## src/rtl/traffic_phase_scheduler.sv

```systemverilog
// Two-approach actuated intersection controller: main road rests in green, side road
// is served on latched vehicle/pedestrian requests, emergency preempt returns to main.
module traffic_phase_scheduler #(
  parameter int MAIN_MIN = 20,
  parameter int SIDE_MIN = 10,
  parameter int YELLOW_T = 2,
  parameter int ALLRED_T = 1,
  parameter int WALK_T   = 10,
  parameter int BLINK_T  = 4,
  parameter int CNT_W    = 7
) (
  input  logic       clk,
  input  logic       rst,
  input  logic       car_side_req,
  input  logic       ped_side_req,
  input  logic       emerg,
  output logic [1:0] main_car,
  output logic [1:0] side_car,
  output logic [1:0] main_hmn,
  output logic [1:0] side_hmn,
  output logic [2:0] phase,
  output logic       req_pending
);

  typedef enum logic [2:0] {
    MAIN_GREEN  = 3'd0,
    MAIN_YELLOW = 3'd1,
    ALL_RED_A   = 3'd2,
    SIDE_GREEN  = 3'd3,
    SIDE_YELLOW = 3'd4,
    ALL_RED_B   = 3'd5
  } state_t;

  localparam logic [1:0] RED    = 2'b00;
  localparam logic [1:0] GREEN  = 2'b01;
  localparam logic [1:0] YELLOW = 2'b10;
  localparam logic [1:0] BLINK  = 2'b10;

  localparam int WB       = WALK_T + BLINK_T;
  localparam int SIDE_LEN = (SIDE_MIN > WB) ? SIDE_MIN : WB;

  state_t           state, state_nxt;
  logic [CNT_W-1:0] cnt;
  logic             car_l, ped_l, walk_en;
  logic             enter_side;
  logic [CNT_W-1:0] side_last;

  function automatic logic [1:0] walk_head(input logic [CNT_W-1:0] c);
    if (c < CNT_W'(WALK_T))  return GREEN;
    else if (c < CNT_W'(WB)) return BLINK;
    else                     return RED;
  endfunction

  assign side_last  = walk_en ? CNT_W'(SIDE_LEN - 1) : CNT_W'(SIDE_MIN - 1);
  assign enter_side = (state_nxt == SIDE_GREEN) && (state != SIDE_GREEN);

  always_ff @(posedge clk) begin
    if (rst) begin
      state   <= MAIN_GREEN;
      cnt     <= '0;
      car_l   <= 1'b0;
      ped_l   <= 1'b0;
      walk_en <= 1'b0;
    end else begin
      state <= state_nxt;
      if (state_nxt != state) cnt <= '0;
      else if (cnt != '1)     cnt <= cnt + CNT_W'(1);
      // A request sampled on the clearing edge survives: set wins over clear.
      car_l <= (car_side_req && (state != SIDE_GREEN)) || (car_l && !enter_side);
      ped_l <= ped_side_req || (ped_l && !enter_side);
      if (enter_side) walk_en <= ped_l;
    end
  end

  always_comb begin
    state_nxt = state;
    main_car  = RED;
    side_car  = RED;
    main_hmn  = RED;
    side_hmn  = RED;
    unique case (state)
      MAIN_GREEN: begin
        main_car = GREEN;
        main_hmn = walk_head(cnt);
        if ((cnt >= CNT_W'(MAIN_MIN - 1)) && (car_l || ped_l) && !emerg)
          state_nxt = MAIN_YELLOW;
      end
      MAIN_YELLOW: begin
        main_car = YELLOW;
        if (cnt >= CNT_W'(YELLOW_T - 1)) state_nxt = ALL_RED_A;
      end
      ALL_RED_A: begin
        if (cnt >= CNT_W'(ALLRED_T - 1)) state_nxt = emerg ? MAIN_GREEN : SIDE_GREEN;
      end
      SIDE_GREEN: begin
        side_car = GREEN;
        // Preempt darkens the walk at once rather than waiting for the edge.
        if (walk_en && !emerg) side_hmn = walk_head(cnt);
        if (emerg || (cnt >= side_last)) state_nxt = SIDE_YELLOW;
      end
      SIDE_YELLOW: begin
        side_car = YELLOW;
        if (cnt >= CNT_W'(YELLOW_T - 1)) state_nxt = ALL_RED_B;
      end
      ALL_RED_B: begin
        if (cnt >= CNT_W'(ALLRED_T - 1)) state_nxt = MAIN_GREEN;
      end
      default: state_nxt = MAIN_GREEN;
    endcase
  end

  assign phase       = state;
  assign req_pending = car_l || ped_l;

endmodule
```

## config.mk

```make
export PLATFORM = sky130hd
export DESIGN_NAME = traffic_phase_scheduler
export DESIGN_NICKNAME = d
export VERILOG_FILES = /design/src/rtl/traffic_phase_scheduler.sv
export SDC_FILE = /design/constraint.sdc
export NUM_CORES = 1
export LEC_CHECK = 0
export ABC_AREA = 1
export CAP_MARGIN = 25
export CORE_MARGIN = 2
export CORE_UTILIZATION = 33
export DETAILED_ROUTE_END_ITERATION = 8
export GPL_TIMING_DRIVEN = 1
export PLACE_DENSITY = 0.64
export SLEW_MARGIN = 20
export SYNTH_ARGS = -nofsm -noshare
export SYNTH_HDL_FRONTEND = slang
export SYNTH_SLANG_ARGS = --single-unit
```

## constraint.sdc

```tcl
create_clock -name clk -period 1.9 [get_ports clk]
set_input_delay 0.38 -clock clk [delete_from_list [all_inputs] [get_ports clk]]
set_output_delay 0.38 -clock clk [all_outputs]
set_load 0.01 [all_outputs]
```

==> results.txt <==
Initial detailed-routing violation count -> 7
Clk pwr share -> 32.8%
Number of global-route vias before repair -> 755
Final wirelength -> 1945 um
Net Sw Power -> 0.1500 mW
Largest net degree at the start of global routing -> 8
Final setup skew -> 0.006005 ns
Syn Nets -> 132
Sw frac -> 27.36%
DRC errors left -> 0
Total grt overflow -> 0
Post-synth cell types -> 22
Initial antenna violation count -> 0
Filler cell count -> 277
Clock-pin slew on the worst setup and hold paths -> 0.09 ns
GP Congestion -> 0.8253
Sequential-to-total area share from yosys stat -> 30.54%
Worst Setup Path Type -> input pin to output port
Post-synth EDFFs -> 0
CTS Root Cell -> clkbuf_4
Top-area cell type share of the netlist area -> 30.54%
Share of power burned in registers -> 53.4%
Die height -> 54.82 um
Leakage -> 0.5263 nW
Top FF cell, synth -> dfxtp_1
Critical Path End Type -> output port
Worst Tran Pin Value -> 0.3125 ns
Cell Pwr Density -> 491.1 nW/um2
Clk sinks -> 13
Vias -> 854
Post-layout nets -> 160
Starting Density -> 34.71%
Routed WL per cell -> 10.75 um
DIE AREA -> 3005 um2
Crit path DAT -> 1.38 ns
Syn Inst Count -> 124
Data required, critical path -> 1.52 ns
Async SR Flop Fraction -> 0%
Seq cells post-synth -> 13
Total CTS buffers -> 3
Max H-tree Level -> 1
Total Routing Usage GR -> 15.39%
Final ANT Viol Nets -> 0
Final Max Tran Viols -> 0
Cts hold-fix bufs -> 0
Pwr Total -> 0.5481 mW
Area grow syn2layout -> 30.98%
Die X -> 54.82 um
Register area -> 266.5 um2
Hold WC Path Type -> register to register
Count leader, synth -> nand2_1
RSZ-0062 raised after global routing -> false
Max-cap violations -> 0
Hold Fails Final Rpt -> 0
Drt first pass iters -> 4
Skew-Pair Late Insertion Delay -> 0.28 ns
HPWL after DPL -> 1546 um
Warnings from Yosys -> 0
# IOs -> 17
Main area contributors after synthesis -> dfxtp_1 (31%), nand2_1 (10%), nor2_1 (9.3%)
Final setup violation count -> 0
Crit start category -> input pin
Synth area leader -> dfxtp_1
Area of the multi-input gates -> 494.2 um2
Outcome -> finished clean
Row Count -> 18
TNS Setup -> 0 ns
Share of cells above drive strength 1 -> 23.18%
Comb power frac -> 13.8%
Shortest period the worst path allows -> 1.755 ns
Syn_area_per_cell -> 6.872 um2
Vias per std cell -> 4.718
# diodes -> 0
Clock Path Buffers -> 2
Critical path peak fanout -> 2
Core footprint -> 2455 um2
Cell internal pwr -> 0.3981 mW
Max Fclk -> 569.7 MHz
First-pass GRT wire length -> 3222 um
Worst vdd ir -> 0.4184 mV
CTS tree -> built
Hold Slack -> 0.4837 ns
I/O Buffers -> 16
Fin crit share -> 92.38%
Worst slew margin -> 79.05%
Mapped Area -> 852.1 um2
Most frequent cells after synthesis -> nand2_1 (23), nor2_1 (21), inv_1 (19), dfxtp_1 (13)
## sequential cells by signal (all words and copies together) (netlist names)
register  flops
walk_en       1
phase         3
cnt           7
ped_l         1
car_l         1
## repair_timing
item,CTS,global route
gates resized for setup,11,6
endpoints found under the setup margin,8,9
buffers inserted,0,0
pin swaps,0,1
cloned,0,0
## power by group through the flow
| stage | Clock, mW | Combinational [mW] | Sequential [mW] |
|---|---|---|---|
| 3_3_place_gp | 0 | 0.0745 | 0.298 |
| 4_1_cts | 0.185 | 0.0762 | 0.292 |
| 2_1_floorplan | 0 | 0.0485 | 0.297 |
| 3_5_place_dp | 0 | 0.0756 | 0.299 |
| 6_report | 0.180 | 0.0756 | 0.292 |
| 5_1_grt | 0.204 | 0.0879 | 0.294 |
## placed cells by master (no fill, tap or decap)
| cell type | instances |
|---|---|
| nand4_2 | 1 |
| nor3_4 | 1 |
| nand2_2 | 2 |
| nand3_1 | 6 |
| inv_4 | 1 |
| o21ai_0 | 4 |
| buf_4 | 8 |
| dfxtp_1 | 10 |
| clkdlybuf4s50_1 | 8 |
| xnor2_1 | 1 |
| clkbuf_1 | 1 |
| ha_1 | 3 |
| o21bai_1 | 1 |
| xor2_1 | 3 |
| nand3_4 | 2 |
| nor3_2 | 2 |
| dfxtp_2 | 2 |
| nor2_2 | 6 |
| dfxtp_4 | 1 |
| dlygate4sd2_1 | 6 |
| inv_1 | 19 |
| nand2_1 | 23 |
| inv_2 | 3 |
| a31oi_1 | 3 |
| nand4_1 | 2 |
| a21oi_2 | 1 |
| nor2_1 | 21 |
| a21oi_1 | 5 |
| clkbuf_2 | 2 |
| clkbuf_4 | 3 |
## cell families (layout without fill, tap and decap cells)
family,Yosys count,after routing,synth area share [%]
xor gates and xnor gates,4,4,4.112
and+or+nand+nor,66,66,40.09
adders and majority gates,3,3,4.406
DFF,13,13,30.54
AOI/OAI and AO/OA,14,14,9.398
buffers and inverters,24,51,11.45
## final cells by class
cell class | instances | area share (%)
timing repair buffer | 24 | 18.16
sequential | 13 | 23.88
inverter | 23 | 7.960
tap | 30 | 3.363
multi-input combinational | 87 | 44.28
clock buffer | 4 | 2.354
## worst paths after layout
kind         startpoint     endpoint  slack, ns  depth (start not counted)
max               emerg  side_hmn[0]       0.14                          5
min               car_l        car_l       0.48                          2
max reg2reg      cnt[0]       cnt[5]       0.25                          8
min reg2reg       car_l        car_l       0.48                          2
## worst max-delay path: stages
cell and delay, ns:
clkdlybuf4s50_1 0.43, inv_1 0.10, nand3_1 0.11, nor2_1 0.09, dlygate4sd2_1 0.26
## metal layers
layer	global-route usage, %	wire length, um	vias to the layer above
met5	0	0	-
met2	27.98	966	17
met3	5.738	103	2
met4	3.750	12	0
met1	16.58	862	390
li1	-	-	445
## through the flow
| stage | util [%] | area [um2] | setup WS, ns | instances |
|---|---|---|---|---|
| finish | 45.46 | 1116 | 0.1447 | 181 |
| global route | 45.46 | 1116 | 0.01528 | 181 |
| CTS | 45.62 | 1120 | 0.05341 | 181 |
| detailed placement | 44.75 | 1099 | -0.1556 | 177 |
| global placement | 44.75 | 1099 | -0.1387 | 177 |
| floorplan | - | 852.1 | 0.3723 | 124 |
Note: power is estimated with default switching activity, not from simulation.
